==> config.mk <==
export PLATFORM = sky130hd
export DESIGN_NAME = uart_rx_sequencer
export DESIGN_NICKNAME = d
export VERILOG_FILES = /design/src/rtl/uart_pkg.sv /design/src/rtl/uart_sample_counter.sv /design/src/rtl/uart_rx_sequencer.sv
export SDC_FILE = /design/constraint.sdc
export NUM_CORES = 1
export LEC_CHECK = 0
export ABC_AREA = 1
export BUFFER_PORTS_ARGS = -buffer_cell sky130_fd_sc_hd__buf_2
export CORE_AREA = 2 2 43 75
export CTS_BUF_LIST = sky130_fd_sc_hd__clkbuf_4 sky130_fd_sc_hd__clkbuf_8
export DETAILED_ROUTE_END_ITERATION = 16
export DIE_AREA = 0 0 45 77
export MAX_ROUTING_LAYER = met4
export PLACE_DENSITY = 0.72
export SYNTH_ARGS = -nofsm -noshare
export SYNTH_HDL_FRONTEND = slang
export SYNTH_HIERARCHICAL = 1
export SYNTH_SLANG_ARGS = --single-unit
==> constraint.sdc <==
create_clock -name clk -period 1.6 [get_ports clk]
set_input_delay 0.24 -clock clk [delete_from_list [all_inputs] [get_ports clk]]
set_output_delay 0.24 -clock clk [all_outputs]
set_load 0.02 [all_outputs]
==> src/rtl/uart_pkg.sv <==
// uart_pkg: shared types and default constants for the UART receive sequencer.
//   uart_state_t   - receive FSM state encoding
//   OVERSAMPLE_DEF - default sample ticks per bit
//   MID_SAMPLE_DEF - default sample count at which the start bit is validated
//   SC_W           - default sample-counter width
package uart_pkg;

   typedef enum logic [2:0] {
      IDLE,
      START,
      DATA,
      STOP,
      PARITY,
      RECOVER
   } uart_state_t;

   localparam int OVERSAMPLE_DEF = 16;
   localparam int MID_SAMPLE_DEF = OVERSAMPLE_DEF / 2 - 1;
   localparam int SC_W           = $clog2(OVERSAMPLE_DEF);

endpackage

==> src/rtl/uart_sample_counter.sv <==
// uart_sample_counter: wrapping oversample counter, log2(OVERSAMPLE) bits wide.
// Ports:
//   clk  - system clock
//   rst  - synchronous active-high reset
//   clr  - synchronous clear, wins over tick
//   tick - count enable (one pulse per oversample tick)
//   cnt  - current count, wraps OVERSAMPLE-1 -> 0
//   tc   - terminal count (cnt == OVERSAMPLE-1)
module uart_sample_counter
   import uart_pkg::*;
#(
   parameter int OVERSAMPLE = OVERSAMPLE_DEF,
   parameter int W          = $clog2(OVERSAMPLE)
) (
   input  logic         clk,
   input  logic         rst,
   input  logic         clr,
   input  logic         tick,
   output logic [W-1:0] cnt,
   output logic         tc
);

   assign tc = (cnt == W'(OVERSAMPLE - 1));

   always_ff @(posedge clk) begin
      if (rst) begin
         cnt <= '0;
      end else if (clr) begin
         cnt <= '0;
      end else if (tick) begin
         cnt <= tc ? '0 : cnt + W'(1);
      end
   end

endmodule

==> src/rtl/uart_rx_sequencer.sv <==
// uart_rx_sequencer: 16x-oversampled UART receive controller.
// Finds the start bit, samples each data bit at mid-bit (LSB first), checks the
// stop bit and delivers a byte with a one-clock valid strobe.
// Optional build macro: UART_RX_PARITY_EN adds an even-parity bit before stop.
// Ports:
//   clk         - system clock
//   rst         - synchronous active-high reset
//   sample_tick - one-clock enable at OVERSAMPLE x baud
//   rx_in       - synchronised serial line, idle high
//   rx_data     - last good byte, held until the next good frame
//   rx_valid    - one-clock pulse when rx_data updates
//   rx_busy     - high whenever the FSM is not IDLE
//   frame_err   - sticky bad-stop flag, cleared by the next good frame
//   parity_err  - sticky parity flag (constant 0 without UART_RX_PARITY_EN)
//
// state   | meaning
// IDLE    | line idle, waiting for a low sample
// START   | counting to mid start bit to reject glitches
// DATA    | sampling data bits once per bit period
// PARITY  | sampling the parity bit (parity build only)
// STOP    | sampling the stop bit, delivering the byte
// RECOVER | bad stop seen, waiting for the line to return high
module uart_rx_sequencer
   import uart_pkg::*;
#(
   parameter int DATA_BITS  = 8,
   parameter int OVERSAMPLE = OVERSAMPLE_DEF,
   parameter int MID_SAMPLE = MID_SAMPLE_DEF
) (
   input  logic                 clk,
   input  logic                 rst,
   input  logic                 sample_tick,
   input  logic                 rx_in,
   output logic [DATA_BITS-1:0] rx_data,
   output logic                 rx_valid,
   output logic                 rx_busy,
   output logic                 frame_err,
   output logic                 parity_err
);

   localparam int SCW = $clog2(OVERSAMPLE);
   localparam int BW  = (DATA_BITS > 1) ? $clog2(DATA_BITS) : 1;

   uart_state_t          state_q, state_d;
   logic [SCW-1:0]       sc;
   logic                 sc_tc;
   logic                 sc_clr;
   logic [BW-1:0]        bit_idx;
   logic [DATA_BITS-1:0] shift;
   logic                 shift_en;
   logic                 last_bit;
   logic                 stop_good;
   logic                 stop_bad;
   logic                 deliver;

   uart_sample_counter #(.OVERSAMPLE(OVERSAMPLE), .W(SCW)) u_sc (
      .clk  (clk),
      .rst  (rst),
      .clr  (sc_clr),
      .tick (sample_tick),
      .cnt  (sc),
      .tc   (sc_tc)
   );

   assign last_bit = (bit_idx == BW'(DATA_BITS - 1));
   assign rx_busy  = (state_q != IDLE);

`ifdef UART_RX_PARITY_EN
   logic par_smp;
   logic par_bad;
`endif

   always_comb begin
      state_d   = state_q;
      sc_clr    = 1'b0;
      shift_en  = 1'b0;
      stop_good = 1'b0;
      stop_bad  = 1'b0;
`ifdef UART_RX_PARITY_EN
      par_smp   = 1'b0;
`endif
      case (state_q)
         IDLE: begin
            // Counter held at 0 so the start tick becomes t0.
            sc_clr = 1'b1;
            if (sample_tick && !rx_in) state_d = START;
         end
         START: begin
            if (sample_tick && (sc == SCW'(MID_SAMPLE))) begin
               sc_clr  = 1'b1;
               state_d = rx_in ? IDLE : DATA;
            end
         end
         DATA: begin
            if (sample_tick && sc_tc) begin
               shift_en = 1'b1;
`ifdef UART_RX_PARITY_EN
               if (last_bit) state_d = PARITY;
`else
               if (last_bit) state_d = STOP;
`endif
            end
         end
         PARITY: begin
`ifdef UART_RX_PARITY_EN
            if (sample_tick && sc_tc) begin
               par_smp = 1'b1;
               state_d = STOP;
            end
`else
            state_d = IDLE;
`endif
         end
         STOP: begin
            if (sample_tick && sc_tc) begin
               if (rx_in) begin
                  stop_good = 1'b1;
                  state_d   = IDLE;
               end else begin
                  stop_bad  = 1'b1;
                  state_d   = RECOVER;
               end
            end
         end
         RECOVER: begin
            // A held-low line (break) must not look like a new start.
            sc_clr = 1'b1;
            if (sample_tick && rx_in) state_d = IDLE;
         end
         default: state_d = IDLE;
      endcase
   end

`ifdef UART_RX_PARITY_EN
   assign deliver = stop_good && !par_bad;

   always_ff @(posedge clk) begin
      if (rst) begin
         par_bad    <= 1'b0;
         parity_err <= 1'b0;
      end else begin
         // Even parity: data bits plus parity bit must XOR to 0.
         if (par_smp)   par_bad    <= (rx_in != ^shift);
         if (stop_good) parity_err <= par_bad;
         if (stop_bad)  parity_err <= parity_err | par_bad;
      end
   end
`else
   assign deliver    = stop_good;
   assign parity_err = 1'b0;
`endif

   always_ff @(posedge clk) begin
      if (rst) begin
         state_q   <= IDLE;
         bit_idx   <= '0;
         shift     <= '0;
         rx_data   <= '0;
         rx_valid  <= 1'b0;
         frame_err <= 1'b0;
      end else begin
         state_q  <= state_d;
         rx_valid <= 1'b0;
         if (shift_en) begin
            shift   <= {rx_in, shift[DATA_BITS-1:1]};
            bit_idx <= last_bit ? '0 : bit_idx + BW'(1);
         end else if (state_q != DATA) begin
            bit_idx <= '0;
         end
         if (deliver) begin
            rx_data  <= shift;
            rx_valid <= 1'b1;
         end
         if (stop_good) frame_err <= 1'b0;
         if (stop_bad)  frame_err <= 1'b1;
      end
   end

endmodule

==> flow_summary.yaml, run 1 <==
drt:
  wire_per_inst_um: 11.7
  first_iter_violations: 7
  dr_total_vias: 1074
  dr.pass1.iters: 4
  ant_nets: 0
  totalWireLength_mm: 2.51
  vias_per_cell: 5.02
  drc: 0
layout:
  finalNonFillerCells: 214
  drive_gt1_share_pct: 19.4
  seq_area_um2: 561
  multi_input_area_um2: 598
  n_antenna_cell: 0
  fin_util_pct: 49.2
  area_growth_pct: 14.2
  fin_nets: 194
  n_fill_cell: 301
critical_path:
  endpoint_kind: "flop"
  critical_path_class: "reg -> reg"
  r2r-start: "u_sc/cnt[1]"
  cp.arrival_ns: 1.64
  reg2reg_depth: 8
  cpMostUsedCell: "nand2_1"
  cp-start-kind: "flop"
  rrSetupSlack_ns: 0.16
  path_depth: 8
  crit_path_max_incr_delay_ns: 0.38
  crit_required_ns: 1.80
  path_buf_inv: 1
  cp_top_family: "simple AND/OR/NAND/NOR gates"
  cp_cell_sequence: "ha_2, nand2_1, nor2_1, nand2_1, nor2_4, buf_4, o21ai_0, a21oi_1"
  cp_max_fo: 5
  timing.rr.end: "shift[7]"
  cpMaxStageDelayCell: "dfxtp_1"
hold_path:
  hp-start: "rst"
  hold_path.class: "in -> reg"
  min_path_cells: 2
  min_to: "bit_idx[0]"
floorplanning:
  dieWidth_um: 45
  die_h_um: 77
  initial_core_util_pct: 43.1
  rows: 26
  core_area_um2: 2860
  io_pins: 16
  die-area_um2: 3470
global_routing:
  track_usage_pct: 16.9
  grt_pass1_wl_mm: 4.38
  grt_pass1_vias: 1051
  grt.overflow.total: 0
  grt_max_degree: 16
  antenna_found_initial: 0
sta:
  setup-violations-final: 0
  layout_min_cycle_time_ns: 1.44
  timing.fmax_ghz: 0.696
  tns_ns: 0
  skew_ns: 0.00146
  final-hold-violation-count: 0
  rsz0062_at_grt: "no"
  period_share_pct: 89.8
  slew_viol_final: 0
run:
  max_cap_violations: 0
power_and_ir_drop:
  peakVddDrop_uv: 699
  power_leakage_nw: 0.699
  power_density_nw_per_um2: 1070
synth:
  ys_ff_latch: 28
  synthCells: 168
  synth_cell_types: 24
  syn_area_um2: 1230
  avgSynthCellArea_um2: 7.34
  ys_warn_count: 6
  syn-num-nets: 175
  seq_area_frac_synth_pct: 45.5
clocking:
  cts_buffers: 3
  cts.path.max_buffers: 2
  htreeDepth: 1
  cts_sinks: 28
  root_buffer: "clkbuf_8"
  cts_tree: "yes"
  postCtsSetupBuffers: 0
  postCtsHoldBufs: 0
  clk_latency_ns: 0.27
  path_clk_slew_ns: 0.09
placed_design:
  hpwl_mm: 2.00
  dp_cells: 210
  io_buffers: 14
  place_congestion: 0.751
status:
  status: "finished clean"
-- routing by layer --
metal / track usage, % / up-vias / routed length (µm)
met3: 2.82 / 7 / 57
met1: 17.6 / 488 / 999
li1: - / 567 / -
met4: 7.06 / 0 / 57
met2: 29.7 / 12 / 1400
met5: - / - / 0
-- through the flow --
| stage | worst slack (ns) | total power, mW | hold WS (ns) | instance area, µm² |
|---|---|---|---|---|
| after floorplan | 0.235 | 1.01 | 0.309 | 1230 |
| after global placement | 0.156 | 1.09 | 0.428 | 1340 |
| after CTS | 0.0957 | 1.52 | 0.210 | 1400 |
| final | 0.163 | 1.51 | 0.207 | 1410 |
| after global routing | 0.00404 | 1.60 | 0.216 | 1410 |
| after detailed placement | 0.118 | 1.10 | 0.437 | 1340 |
-- Yosys cell counts --
master	number	share of area, %
buf_4	2	1.2
nor2_1	33	10
o21ai_0	10	4.1
o21ai_1	2	0.81
nand3_2	2	1.6
nand3_1	11	4.5
inv_1	11	3.4
clkinv_2	2	0.81
nand2_2	1	0.51
nor2_2	1	0.51
dfxtp_1	28	45
nand3b_4	1	1.6
o21ai_2	1	0.71
xnor2_1	1	0.71
nor2_4	1	0.91
nand2_1	42	13
nand4_2	1	1.0
o211ai_1	2	1.2
a21oi_1	7	2.8
ha_1	3	3.0
inv_2	2	0.61
buf_2	2	0.81
conb_1	1	0.30
a31oi_1	1	0.51
-- layout by cell type (no fill, tap or decap), drive strengths merged, types with 2 or more instances in the layout --
master,netlist,routed
nand2,43,43
dfxtp,28,28
o211ai,2,2
inv,13,13
clkbuf,0,4
a21oi,7,7
nand3,13,13
o21ai,13,13
ha,3,3
nor2,35,35
clkinv,2,2
buf,4,18
-- layout make-up --
class / instances / area share (%)
timing repair buffer: 18 / 7.11
sequential: 28 / 39.8
multi-input combinational: 121 / 42.5
clock buffer: 4 / 3.91
inverter: 15 / 4.18
tap: 28 / 2.49
-- kinds of logic (layout without fill, tap and decap cells) --
group,count (synthesis),count (layout),share of synthesized area [%]
flip-flops,28,28,45.5
AO/OA/AOI/OAI,23,23,10.2
XOR/XNOR,1,1,0.711
AND/OR/NAND/NOR,93,93,33.5
adder cells (fa/ha/maj),3,3,3.05
other,1,1,0.304
buffers and inverters,19,37,6.80
-- worst reg2reg max path: cells and delay by family (launching register included) --
kind / cells / cell delay, ns
fa+ha+maj: 1 / 0.21
flops: 1 / 0.38
simple gates: 4 / 0.42
buf+inv: 1 / 0.14
compound gates: 2 / 0.20
-- repair_timing --
item                                    in CTS  in global routing
gates resized for setup                      0                  3
endpoints found under the setup margin       0                  9
hold endpoints to repair                     0                  0
-- sequential cells by signal (all words and copies together), names as in the netlist --
name / cells
bit_idx: 3
frame_err: 1
rx_data: 8
rx_valid: 1
shift: 8
state_q: 3
u_sc/cnt: 4
-- worst max path at each step --
stage,to,slack (ns),startpoint
floorplan,rx_data[7],0.24,u_sc/cnt[0]
global placement,rx_data[2],0.16,u_sc/cnt[1]
detailed placement,rx_data[5],0.12,u_sc/cnt[1]
CTS,rx_data[7],0.1,u_sc/cnt[1]
global route,shift[6],0.004,u_sc/cnt[1]
finish,shift[7],0.16,u_sc/cnt[1]
-- report_power, final --
group	internal (mW)	switching, mW	total (mW)	leakage [nW]
registers	0.724	0.0295	0.753	0.226
logic	0.116	0.212	0.328	0.444
clock network	0.220	0.206	0.426	0.0288
total	1.06	0.447	1.51	0.699
Note: power is estimated with default switching activity, not from simulation.
==> run 2: changes to the inputs <==
- CORE_AREA: 2 2 43 75 -> 2 2 44 77
- DIE_AREA: 0 0 45 77 -> 0 0 46 79
- SYNTH_HIERARCHICAL: 1 -> not set
==> flow_summary.yaml, run 2 <==
status:
  status: "finished clean"
layout:
  mostFrequentLayoutCells: "nand2_1 (31), dfxtp_1 (28), nor2_1 (19), a21oi_1 (16), inv_1 (16)"
  multi_input_area_um2: 614
  largestRegisters: "rx_data (8), shift (8), u_sc.cnt (4)"
  seq_area_um2: 561
  area_growth_pct: 10.4
  drive_gt1_share_pct: 21.8
  n_antenna_cell: 0
  fin_nets: 187
  n_fill_cell: 317
  final_common_cell: "nand2_1"
critical_path:
  reg2reg_depth: 7
  r2r-start: "u_sc.cnt[1]"
  cp_max_fo: 7
  critical_path_class: "reg -> out"
  timing.rr.end: "rx_data[6]"
  endpoint_kind: "primary output"
  cp-start-kind: "flop"
  crit_required_ns: 1.36
  rrSetupSlack_ns: 0.16
  cp.arrival_ns: 1.21
clocking:
  cts_buffers: 3
  path_clk_slew_ns: 0.10
  postCtsSetupBuffers: 0
  cts_tree: "yes"
  cts_sinks: 28
  htreeDepth: 1
  cts.path.max_buffers: 2
  postCtsHoldBufs: 0
  root_buffer: "clkbuf_8"
  clk_latency_ns: 0.27
synth:
  ys_warn_count: 0
  synth_cell_types: 30
  synth_common_cells: "nand2_1 (31), dfxtp_1 (28), nor2_1 (19), a21oi_1 (16), inv_1 (16)"
  synthCells: 166
  synthArstFlopShare_pct: 0
  synth_edf_count: 0
  syn-num-nets: 173
  synth_flop_cell: "dfxtp_1"
  seq_area_frac_synth_pct: 42.8
  synthDominantCellAreaShare_pct: 42.8
  syn_area_um2: 1310
  yosys-top-cells-area: "dfxtp_1 (43%), nand2_1 (8.9%), a21oi_1 (6.1%), nor2_1 (5.4%), inv_1 (4.6%)"
  avgSynthCellArea_um2: 7.88
  ys_ff_latch: 28
  yosysMostFrequentCell: "nand2_1"
  synth_top_cell_by_area: "dfxtp_1"
sta:
  slew_viol_final: 0
  final-hold-violation-count: 0
  rsz0062_at_grt: "no"
  setup-violations-final: 0
  layout_min_cycle_time_ns: 1.45
  period_share_pct: 90.9
  tns_ns: 0
  skew_ns: 0.00766
  timing.fmax_ghz: 0.688
placed_design:
  io_buffers: 14
  hpwl_mm: 1.94
  place_congestion: 0.872
drt:
  drc: 0
  dr.pass1.iters: 4
  wire_per_inst_um: 11.8
  ant_nets: 0
  totalWireLength_mm: 2.45
  first_iter_violations: 12
  dr_total_vias: 1057
  vias_per_cell: 5.08
power_and_ir_drop:
  clockPowerShare_pct: 34.1
  p_total_mw: 1.63
  power_frac_seq_pct: 46.8
  power_switching_mw: 0.470
  combPwrFrac_pct: 19.1
  power_leakage_nw: 0.674
  p_int_mw: 1.16
  switching_share_pct: 28.9
  power_density_nw_per_um2: 1130
  peakVddDrop_uv: 545
hold_path:
  min_path_cells: 2
  hp-start: "rst"
  min_to: "bit_idx[1]"
  hold_path.class: "in -> reg"
global_routing:
  track_usage_pct: 15.9
  antenna_found_initial: 0
  grt_pass1_wl_mm: 4.28
  grt_pass1_vias: 1026
  grt_max_degree: 17
  grt.overflow.total: 0
floorplanning:
  die_h_um: 79
  dieWidth_um: 46
  io_pins: 16
  rows: 27
  die-area_um2: 3630
  initial_core_util_pct: 43.0
  core_area_um2: 3040
run:
  max_cap_violations: 0
## run 2: cell families (layout without fill, tap and decap cells)
family / after synthesis / count (layout) / share of synthesized area (%)
AND/OR/NAND/NOR: 75 / 75 / 30.0
AO/OA/AOI/OAI: 32 / 32 / 13.6
flip-flops: 28 / 28 / 42.8
buffers and inverters: 27 / 40 / 10.4
adder cells (fa/ha/maj): 3 / 3 / 2.87
other: 1 / 1 / 0.287
## run 2: how the worst max path moves through the flow
stage,start,endpoint,slack (ns),cells past startpoint
after floorplan,u_sc.cnt[0],shift[0],0.31,8
after global placement,u_sc.cnt[0],rx_data[2],0.14,7
after detailed placement,u_sc.cnt[0],rx_data[2],0.12,7
after CTS,u_sc.cnt[1],rx_data[6],0.09,7
after global routing,u_sc.cnt[1],rx_data[7],0.02,7
final,state_q[0],rx_busy,0.15,3
## run 2: power groups by stage
stage | sequential (mW) | clock (mW) | combinational [mW]
final | 0.761 | 0.554 | 0.311
after global routing | 0.765 | 0.591 | 0.358
after CTS | 0.762 | 0.569 | 0.314
after detailed placement | 0.778 | 0 | 0.313
after global placement | 0.777 | 0 | 0.312
after floorplan | 0.751 | 0 | 0.290
## run 2: layout make-up
cell class | instances | area share, %
well taps | 29 | 2.51
multi-input cells | 111 | 42.5
inverters | 21 | 5.89
clock buffers | 3 | 2.86
repair buffers | 15 | 5.37
clock inverters | 1 | 2.08
flip-flops and latches | 28 | 38.8
## run 2: what timing repair did
item / CTS / global route
setup endpoints to repair: 0 / 10
resized for setup: 0 / 1
hold endpoints to repair: 0 / 0
## run 2: metal layers
metal  vias up  track usage, %  share of wire [%]
met1       481            17.5                 40
met5         -               -                  0
met2        12            28.1                 57
met4         0            5.14                1.2
li1        560               -                  -
met3         4            2.05                1.9
## run 2: worst max-delay path: stages (launching register included)
cell and delay (ns):
dfxtp_1 0.54, nor2_4 0.09, nand2_1 0.13, buf_2 0.18
## run 2: metrics by stage
stage	utilization [%]	cell area (µm²)	setup slack [ns]	instances	hold WS [ns]
finish	47.5	1450	0.146	208	0.252
global route	47.5	1450	0.0208	208	0.264
detailed placement	45.1	1370	0.123	204	0.454
floorplan	-	1310	0.314	166	0.388
global placement	45.1	1370	0.142	204	0.449
CTS	47.4	1440	0.0932	208	0.245
